File: src/rtl/divider.sv
// Sequential restoring divider for DIV/DIVU/REM/REMU: one shift-subtract step per cycle,
// with divide-by-zero and signed overflow answered directly from IDLE.
package core_config_pkg;
    localparam int XLEN = 32;
endpackage

module divider
    import core_config_pkg::*;
(
    input  logic            clk,
    input  logic            rst_n,
    input  logic            start,
    input  logic            is_signed,
    input  logic [XLEN-1:0] dividend,
    input  logic [XLEN-1:0] divisor,
    output logic            busy,
    output logic            valid,
    output logic [XLEN-1:0] quotient,
    output logic [XLEN-1:0] remainder
);

    // Handshake: start is taken only in IDLE (busy low); valid is a one-cycle pulse in which
    // quotient/remainder are final; there is no back-pressure, and start is accepted in the
    // same cycle as valid because the block is already back in IDLE then.

    localparam int CW = $clog2(XLEN);
    localparam logic [0:0] IDLE = 1'b0;
    localparam logic [0:0] CALC = 1'b1;
    localparam logic [CW-1:0] LAST = CW'(XLEN - 1);
    localparam logic [XLEN-1:0] MIN_NEG = {1'b1, {(XLEN-1){1'b0}}};

    logic [0:0]      state;
    logic [CW-1:0]   count;
    logic [XLEN:0]   prem;
    logic [XLEN-1:0] dreg;
    logic [XLEN-1:0] dvsr;
    logic            neg_q;
    logic            neg_r;

    logic            dividend_neg;
    logic            divisor_neg;
    logic [XLEN-1:0] dividend_abs;
    logic [XLEN-1:0] divisor_abs;
    logic            div_zero;
    logic            overflow;
    logic [XLEN+1:0] trial;
    logic            q_bit;
    logic [XLEN:0]   next_prem;
    logic [XLEN-1:0] next_dreg;

    always_comb begin
        dividend_neg = is_signed & dividend[XLEN-1];
        divisor_neg  = is_signed & divisor[XLEN-1];
        dividend_abs = dividend_neg ? (-dividend) : dividend;
        divisor_abs  = divisor_neg ? (-divisor) : divisor;
        div_zero     = (divisor == '0);
        overflow     = is_signed && (dividend == MIN_NEG) && (divisor == '1);

        // One extra bit above the shifted remainder so the borrow lands in trial[XLEN+1].
        trial     = {prem, dreg[XLEN-1]} - {2'b00, dvsr};
        q_bit     = ~trial[XLEN+1];
        next_prem = q_bit ? trial[XLEN:0] : {prem[XLEN-1:0], dreg[XLEN-1]};
        next_dreg = {dreg[XLEN-2:0], q_bit};
    end

    always_ff @(posedge clk or negedge rst_n) begin
        if (!rst_n) begin
            state     <= IDLE;
            count     <= '0;
            prem      <= '0;
            dreg      <= '0;
            dvsr      <= '0;
            neg_q     <= 1'b0;
            neg_r     <= 1'b0;
            busy      <= 1'b0;
            valid     <= 1'b0;
            quotient  <= '0;
            remainder <= '0;
        end else begin
            valid <= 1'b0;
            case (state)
                IDLE: begin
                    if (start) begin
                        if (div_zero) begin
                            quotient  <= '1;
                            remainder <= dividend;
                            valid     <= 1'b1;
                        end else if (overflow) begin
                            quotient  <= MIN_NEG;
                            remainder <= '0;
                            valid     <= 1'b1;
                        end else begin
                            dreg  <= dividend_abs;
                            dvsr  <= divisor_abs;
                            neg_q <= dividend_neg ^ divisor_neg;
                            neg_r <= dividend_neg;
                            prem  <= '0;
                            count <= '0;
                            busy  <= 1'b1;
                            state <= CALC;
                        end
                    end
                end
                CALC: begin
                    prem  <= next_prem;
                    dreg  <= next_dreg;
                    count <= count + 1'b1;
                    if (count == LAST) begin
                        // The dividend register now holds the quotient magnitude.
                        quotient  <= neg_q ? (-next_dreg) : next_dreg;
                        remainder <= neg_r ? (-next_prem[XLEN-1:0]) : next_prem[XLEN-1:0];
                        valid     <= 1'b1;
                        busy      <= 1'b0;
                        state     <= IDLE;
                    end
                end
                default: state <= IDLE;
            endcase
        end
    end

endmodule
File: config.mk
export PLATFORM = sky130hd
export DESIGN_NAME = divider
export DESIGN_NICKNAME = d
export VERILOG_FILES = /design/src/rtl/divider.sv
export SDC_FILE = /design/constraint.sdc
export NUM_CORES = 1
export LEC_CHECK = 0
export ABC_AREA = 1
export CAP_MARGIN = 20
export CELL_PAD_IN_SITES_DETAIL_PLACEMENT = 0
export CELL_PAD_IN_SITES_GLOBAL_PLACEMENT = 1
export CORE_UTILIZATION = 38
export DETAILED_ROUTE_END_ITERATION = 16
export GPL_TIMING_DRIVEN = 1
export PLACE_DENSITY_LB_ADDON = 0.1
export REMOVE_ABC_BUFFERS = 1
export SLEW_MARGIN = 30
export SYNTH_ARGS = -nofsm -noshare
export SYNTH_HDL_FRONTEND = slang
export SYNTH_SLANG_ARGS = --single-unit
File: constraint.sdc
create_clock -name clk -period 3.5 [get_ports clk]
set_input_delay 0.875 -clock clk [delete_from_list [all_inputs] [get_ports clk]]
set_output_delay 0.875 -clock clk [all_outputs]
set_load 0.02 [all_outputs]
== Yosys cells after proc, flatten, opt, wreduce, memory -nomap -nowiden ==
Cells that the tools add are included.

* Register bits after elaboration: 171
* Output and inout bits: 66

* $add $sub $neg: 6
* Equal/unequal tests: 8
* Mux-type cells: 42
* Bitwise gates (word level): 7
* Reductions and logical operators: 7

{| class="wikitable"
|+ Operators with widths
! operator !! number
|-
| two-way mux 32 bit || 15
|-
| case mux 32 bit (2 select lines) || 3
|-
| two-way mux 33 bit || 4
|-
| negation 32 bit || 4
|-
| case mux 33 bit (2 select lines) || 1
|-
| equality test 32 bit, second input constant || 2
|-
| subtractor 34 x 32 -> 34 bit || 1
|-
| zero test 32 bit || 1
|-
| two-way mux 5 bit || 3
|-
| two-way mux 1 bit || 12
|-
| case mux 5 bit (2 select lines) || 1
|-
| AND reduction 4 bit || 2
|-
| inequality test 2 bit, second input constant || 3
|-
| case mux 1 bit (2 select lines) || 3
|-
| AND reduction 3 bit || 2
|-
| adder 5 x 1 -> 5 bit, second input constant || 1
|-
| equality test 5 bit, second input constant || 1
|-
| NOT 1 bit || 4
|-
| inequality test 3 bit, second input constant || 1
|-
| bitwise AND 1 bit || 2
|-
| logical AND 1 bit || 2
|-
| inequality test 2 x 1 -> 1 bit, second input constant || 1
|-
| bitwise XOR 1 bit || 1
|}

== Longest topological paths before layout ==
Gate-level depths: netlist of the first run.

* Depth in word-level cells: 7
* Depth in mapped cells: 29
* Depth with buffers taken out: 28

== Least setup slack after synthesis of the first run ==
No wires, ideal clock.

* Path kind: register -> register
* From: register prem[7]
* To: register quotient[24]
* Arrival time: 3.592 ns
* Required time: 3.374 ns
* Setup slack: -0.218 ns
* Cell stages (with the launch flop): 26
* Buffers on the path: 2
* Path through: dfrtp_1 -> ha_1 -> nand2_2 -> inv_2 -> a21oi_2 -> nand3_2 -> nand2_1 -> nand2_2 -> nand2_4 -> nand3_2 -> nand2_4 -> buf_6 -> buf_6 -> ha_1 -> inv_1 -> nor3_1 -> inv_1 -> nor2_1 -> nand3_1 -> inv_1 -> nand4_1 -> o21ai_0 -> o21ai_0 -> or2_2 -> nand3_1 -> a21oi_1

* Cells in the longest elaborated chain, start to end: 6

{| class="wikitable"
|+ RTL lines
! what !! line !! RTL
|-
| start: declaration || 34 || <nowiki>logic [XLEN:0] prem;</nowiki>
|-
| start signal: assignment || 105 || <nowiki>prem <= next_prem;</nowiki>
|-
| subtractor 34 x 32 -> 34 bit || 60 || <nowiki>trial = {prem, dreg[XLEN-1]} - {2'b00, dvsr};</nowiki>
|-
| NOT 1 bit || 61 || <nowiki>q_bit = ~trial[XLEN+1];</nowiki>
|-
| negation 32 bit || 110 || <nowiki>quotient <= neg_q ? (-next_dreg) : next_dreg;</nowiki>
|-
| two-way mux 32 bit || 110 ||
|-
| two-way mux 32 bit || 108 || <nowiki>if (count == LAST) begin</nowiki>
|-
| case mux 32 bit (2 select lines) || 81 || <nowiki>case (state)</nowiki>
|-
| end signal: assignment || 110 ||
|-
| end: declaration || 18 || <nowiki>output logic [XLEN-1:0] quotient,</nowiki>
|}

Every way passes these cells. The select of a mux whose other input is x is not followed.
A chain may end at the register's enable or synchronous reset.

== Final worst setup path of the first run ==
* From: register prem[29]
* To: register remainder[29]

* Cells in the longest elaborated chain, start to end: 6

{| class="wikitable"
|+ RTL lines
! what !! line !! RTL
|-
| subtractor 34 x 32 -> 34 bit (*) || 60 ||
|-
| two-way mux 33 bit (*) || 62 || <nowiki>next_prem = q_bit ? trial[XLEN:0] : {prem[XLEN-1:0], dreg[XLEN-1]};</nowiki>
|-
| negation 32 bit || 111 || <nowiki>remainder <= neg_r ? (-next_prem[XLEN-1:0]) : next_prem[XLEN-1:0];</nowiki>
|-
| two-way mux 32 bit (*) || 111 ||
|-
| two-way mux 32 bit (*) || 108 ||
|-
| case mux 32 bit (2 select lines) (*) || 81 ||
|-
| end signal: assignment || 86 || <nowiki>remainder <= dividend;</nowiki>
|-
| end signal: assignment || 111 ||
|-
| end: declaration || 19 || <nowiki>output logic [XLEN-1:0] remainder</nowiki>
|}

Every way passes the cells marked *; elsewhere a longest branch is shown, timed or not. The select of a mux whose other input is x is not followed.

==> summary.md, run 1 <==
| Metric | Value |
|---|---|
| Run status | finished with violations |
| Failing checks | negative setup slack |
| Detailed Route WL | 50.02 mm |
| Vias in the first global route | 13758 |
| Post-synthesis cell count | 1913 |
| Detailed-route via count | 14776 |
| Crit path cell chain | ha_4, nand2_1, a21oi_2, nor3_2, nand2_2, a21oi_4, buf_6, nand2_4, buf_4, nand2_4, nand2_8, clkbuf_16, buf_12, o21ai_4, nand2_1, nor2_2, nand2_2, buf_6, nor2_4, nand2_1, nand4_1, nand3_1, nand2_1, inv_1 |
| Ys async rst share | 100.0% |
| Sequential-to-total area share from yosys stat | 32.52% |
| Area fraction of the dominant cell type after synthesis | 32.52% |
| Vias per cell | 5.219 |
| CTS tree | built |
| Critical path buffer and inverter count | 6 |
| Final hold vios | 0 |
| I/O pin count | 134 |
| Setup TNS | -410.8 ps |
| Largest family of logic cells by synthesized area | simple AND/OR/NAND/NOR gates |
| Number of cell rows | 67 |
| Critical path class | reg2reg |
| CTS Buf Count | 17 |
| Synthesized flop and latch total | 171 |
| Worst-case clock buffer depth | 2 |
| YS warnings | 0 |
| Dpl hpwl | 37.64 mm |
| DRT antenna net count | 0 |
| Post-route clock skew | 11.34 ps |
| Largest net degree at the start of global routing | 76 |
| Slew Limit Headroom | 36.41% |
| Placer Congestion | 0.9229 |
| Met3 Usage GRT | 2.864% |
| Overflow after GRT | 0 |
| Count of final setup violators | 9 |
| Cell Area, Synth | 13160 um2 |
| Sequential Area | 4283 um2 |
| Total clock sinks | 171 |
| Post-synthesis mux area share | 0% |
| Fin. max-slew vios | 0 |
| Post-cts hold buffer count | 0 |
| Inst Count DP | 2729 |
| CP top delay family | simple AND/OR/NAND/NOR gates |
| Share of layout cells above drive strength 1 | 28.37% |
| Worst-path clk slew | 70 ps |
| Top-count cell post-synth | nand2_1 |
| Port bufs | 133 |
| Final std cells w/o fill | 2831 |
| Part of the cycle the worst path needs | 102.1% |
| Met2 Use GR | 42.80% |
| Synth top cells by count | 445 x nand2_1, 223 x inv_1, 207 x nor2_1 |
| Min Clock Period, post-route | 3575 ps |
| Fillers | 3269 |
| Per-cell routed wire length | 17.67 um |
| Die area | 35370 um2 |
| Setup crit start kind | flop |
| Required time of the critical path | 3840 ps |
| Slew @ Worst Pin | 953.9 ps |
| Top_reg_cell synth | dfrtp_1 |
| Initial detailed-routing violation count | 1003 |
| Post-synth cell types | 52 |
| RSZ-0062 raised after global routing | true |
| Clk root buf | clkbuf_16 |
| Clock latency at the later pin of the worst-skew pair | 450 ps |
| First-pass GRT wire length | 75.58 mm |
| Slowest CP cell | dfrtp_1 |
| Leading area contributor after synthesis | dfrtp_1 |
| Top Usage Layer GRT | met2 |
| Crit path top cell by count | nand2_1 |
| Die width | 188.1 um |
| Core Region | 33780 um2 |
| Largest cells by area after synthesis | dfrtp_1 33%, nand2_1 13%, inv_1 6.4% |
| Synth-to-Final Area Change | 47.55% |
| Met1 Use GR | 40.06% |
| DRC Markers | 0 |
| Max FO, Critical Path | 6 |
| Crit end category | flop |
| Initial antenna violation count | 0 |
| Critical Path Max Stage Delay | 430 ps |
| Max Clock Freq | 279.7 MHz |
| Hold slack | 429.6 ps |
| Footprint of the multi-input gates | 8646 um2 |
| # Max-Cap Violations | 0 |
| Hold WC Path Type | in2async |
| Mean Syn Cell Area | 6.877 um2 |
| Synth Area in XOR/XNOR | 5.259% |
| Total GRT Usage | 27.29% |
| Post-route setup slack | -75.14 ps |
| Die Ht | 188.1 um |
| Antenna cell count | 0 |
| Synth Area in Simple Gates | 32.52% |
| Number of synthesized flops with an enable pin | 0 |
| Detailed Routing Iterations Pass 1 | 7 |
| # H-tree levels | 4 |
| Synth Area in Adders | 3.861% |
| Initial Util | 38.94% |
| Compound-Gate Fraction of Synth Area | 16.52% |
| Worst Path Arrival | 3920 ps |
| Nets | 2478 |
-- cell families (layout without fill, tap and decap cells) --
logic type,after synthesis,after routing
simple gates,954,954
buf+inv,305,775
flops,171,171
compound gates,364,364
xor+xnor,79,79
fa+ha+maj,40,40
-- through the flow --
stage               cell area, um2  utilization (%)  setup slack (ps)
floorplan                    12800                -             -1304
global placement             17120            50.68            -521.3
detailed placement           17120            50.68            -704.9
CTS                          18070            53.48            -17.69
global route                 19410            57.46            -252.8
finish                       19410            57.46            -75.14
-- registers in the layout (all words and copies together) (netlist names) --
register,cells
valid,1
count,5
neg_r,1
quotient,32
remainder,32
dvsr,32
prem,33
busy,1
dreg,32
state,1
neg_q,1
-- final timing paths --
path,from,endpoint,slack [ps],depth (start not counted)
max in group asynchronous,rst_n,prem[22],2220,2
setup reg to reg,prem[29],remainder[29],-80,24
hold reg to reg,dvsr[26],dvsr[26],490,2
hold / removal,rst_n,dvsr[5],430,1
min in group clk,dvsr[26],dvsr[26],490,2
setup / recovery,prem[29],remainder[29],-80,24
-- placed cells by master, fill, tap and decap left out, drive strengths merged, types with 2 or more instances in the layout --
cell type | netlist | final
o2111ai | 4 | 4
o221ai | 25 | 25
o211ai | 4 | 4
a21oi | 104 | 104
nand4 | 43 | 43
dlymetal6s2s | 0 | 6
o32ai | 3 | 3
buf | 27 | 373
dfrtp | 171 | 171
o22ai | 28 | 28
nand3b | 10 | 10
o21bai | 5 | 5
nor4 | 16 | 16
a21o | 3 | 3
o21a | 3 | 3
or2 | 18 | 18
a31oi | 4 | 4
ha | 39 | 39
nor3 | 36 | 36
o31ai | 9 | 9
nor2 | 223 | 223
a22o | 2 | 2
nand2 | 471 | 471
clkinv | 1 | 7
xnor2 | 32 | 32
a22oi | 6 | 6
inv | 232 | 236
nand3 | 135 | 135
o21ai | 163 | 163
clkdlybuf4s50 | 0 | 126
clkbuf | 45 | 25
xor2 | 47 | 47
-- routing by layer --
layer	wire [um]	up-vias
li1	-	7259
met1	24070	7035
met2	22670	443
met3	2580	39
met4	696	0
met5	0	-
-- cell type report --
class                           instances  area share [%]
Clock buffer                           20           2.353
Sequential cell                       171           22.06
Multi-Input combinational cell       1437           44.54
Clock inverter                         12          0.5865
Tap cell                              448           2.888
Timing Repair Buffer                  510           23.07
Inverter                              233           4.505
-- what timing repair did --
action,4_1_cts,5_1_grt
setup endpoints to repair,56,134
resized for setup,54,191
pin swaps,13,59
setup buffers,14,53
gates cloned,0,5
Power of run 1 is not shown: default switching activity piles up to over one toggle a cycle in this logic, so the estimate is an artifact.
==> run 2, diff against run 1 <==
- PLACE_DENSITY: unset -> 0.83
- PLACE_DENSITY_LB_ADDON: 0.1 -> unset
==> run 2 against run 1 <==
Net effect:
- critical path depth grew 2
- global-route usage grew 0.72 points
- sequential share of layout area shrank 0.28 points
- flip-flop and latch count is the same
- largest cell class unchanged
- the flow now finishes without violations
- via count grew 1.3%
- routed wire length grew 0.19%
- utilization grew 0.78 points
- register-to-register slack gained 80 ps
- hold slack lost 34 ps
==> summary.md, run 2 (synthesized netlist as in run 1, its figures left out) <==
| Metric | Value |
|---|---|
| Run status | completed |
| Total GRT Usage | 28.01% |
| Max Clock Freq | 286.2 MHz |
| Count of final setup violators | 0 |
| Min Clock Period, post-route | 3494 ps |
| Number of cells on the critical path | 26 |
| # H-tree levels | 4 |
| Detailed Routing Iterations Pass 1 | 5 |
| Post-route clock skew | 11.42 ps |
| Crit end category | flop |
| Antenna cell count | 0 |
| Dpl ws | -675.8 ps |
| Area post-placement | 17400 um2 |
| Initial antenna violation count | 0 |
| Vias per cell | 5.251 |
| Port bufs | 133 |
| Core Region | 33780 um2 |
| Most frequent cells in the layout | 395 x nand2_1, 368 x buf_4, 193 x inv_1 |
| Worst r2r dst | quotient[30] |
| Worst reg2reg startpoint | dvsr[8] |
| Slowest CP cell | dfrtp_1 |
| Hold slack | 395.7 ps |
| Die width | 188.1 um |
| CP top delay family | simple AND/OR/NAND/NOR gates |
| Fillers | 3118 |
| Critical Path Max Stage Delay | 390 ps |
| Final hold vios | 0 |
| Crit path top cell by count | nand2_2 |
| Detailed Route WL | 50.11 mm |
| RSZ-0062 raised after global routing | true |
| Slew Limit Headroom | 35.96% |
| Final std cells w/o fill | 2852 |
| Critical path buffer and inverter count | 5 |
| Die Ht | 188.1 um |
| Synth-to-Final Area Change | 49.56% |
| Reg2reg path depth | 26 |
| Per-cell routed wire length | 17.57 um |
| Detailed-route via count | 14975 |
| Most common cell after layout, fill and taps aside | nand2_1 |
| Max FFs per register | 33 |
| Clk root buf | clkbuf_16 |
| Initial detailed-routing violation count | 928 |
| Clock latency at the later pin of the worst-skew pair | 460 ps |
| DRT antenna net count | 0 |
| Die area | 35370 um2 |
| Total clock sinks | 171 |
| Fin. max-slew vios | 0 |
| CTS Buf Count | 17 |
| Worst-path clk slew | 70 ps |
| Setup crit start kind | flop |
| Placer Congestion | 0.9450 |
| # Max-Cap Violations | 0 |
| Hold WC Path Type | in2async |
| Worst Path Arrival | 3840 ps |
| Vias in the first global route | 14651 |
| Slew @ Worst Pin | 960.5 ps |
| Initial Util | 38.94% |
| Crit. Startpoint | dvsr[8] |
| Part of the cycle the worst path needs | 99.84% |
| Share of layout cells above drive strength 1 | 30.12% |
| Post-route setup slack | 5.702 ps |
| Largest net degree at the start of global routing | 76 |
| Required time of the critical path | 3840 ps |
| Critical path class | reg2reg |
| Setup crit end | quotient[30] |
| CTS tree | built |
| First-pass GRT wire length | 77.57 mm |
| DRC Markers | 0 |
| Worst-case clock buffer depth | 2 |
| Inst Count DP | 2760 |
| Nets | 2499 |
| Number of cell rows | 67 |
| Reg with most FFs | prem |
| I/O pin count | 134 |
| Overflow after GRT | 0 |
| Max FO, Critical Path | 3 |
| Final instance area | 19680 um2 |
| Dpl hpwl | 37.82 mm |
| R2r setup slk | 6 ps |
==> run 2: area by class of cell <==
| class | instances | area [um2] | share of cell area, % |
|---|---|---|---|
| flip-flops and latches | 171 | 4285 | 21.78 |
| clock inverters | 12 | 137.6 | 0.6995 |
| repair buffers | 531 | 4636 | 23.56 |
| well taps | 448 | 560.5 | 2.849 |
| multi-input cells | 1437 | 8718 | 44.31 |
| clock buffers | 20 | 456.7 | 2.321 |
| inverters | 233 | 882.1 | 4.483 |
==> run 2: routing by layer <==
layer	vias up	part of all wire, %	track usage, %
met2	418	49	47.15
met4	0	3.0	12.38
met3	78	4.5	3.668
li1	7302	-	-
met1	7177	43	35.73
met5	-	0	0
==> run 2: worst reg2reg max path: stages, from the launching register on <==
cell and delay [ps]:
dfrtp_1 390, inv_2 90, ha_4 220, nand2_1 90, nand2_2 70, a21oi_2 140
nand3_2 120, nand2_2 90, nand2_2 70, nand2_4 110, nand3_4 110, nand2_8 120
ha_4 150, inv_4 40, nor3_4 140, inv_2 70, nor2_4 140, nand3_4 100
buf_6 140, nor4_4 110, buf_4 150, nand4_1 120, nand2_1 150, o21ai_2 80
or2_4 240, nand3_2 60, a21oi_2 60
==> run 2: worst min path at each step <==
stage	start	end	slack (ps)
3_3_place_gp	dvsr[8]	dvsr[8]	470
4_1_cts	rst_n	remainder[8]	410
2_1_floorplan	dvsr[10]	dvsr[10]	450
3_5_place_dp	busy	busy	470
5_1_grt	rst_n	quotient[4]	430
6_report	rst_n	quotient[4]	400
==> run 2: what timing repair did <==
action,CTS,global route
hold buffers,0,0
setup buffers,23,36
hold endpoints to repair,0,0
pin swaps,31,111
cloned,0,3
gates resized for setup,80,192
endpoints found under the setup margin,61,73
==> run 2: per-stage QoR <==
step | utilization, % | TNS, ps
after CTS | 54.99 | -1208
final | 58.24 | 0
after global placement | 51.52 | -43910
after floorplan | - | -111610
after global routing | 58.24 | -1771
after detailed placement | 51.52 | -54280
Power of run 2 is left out for the same reason.
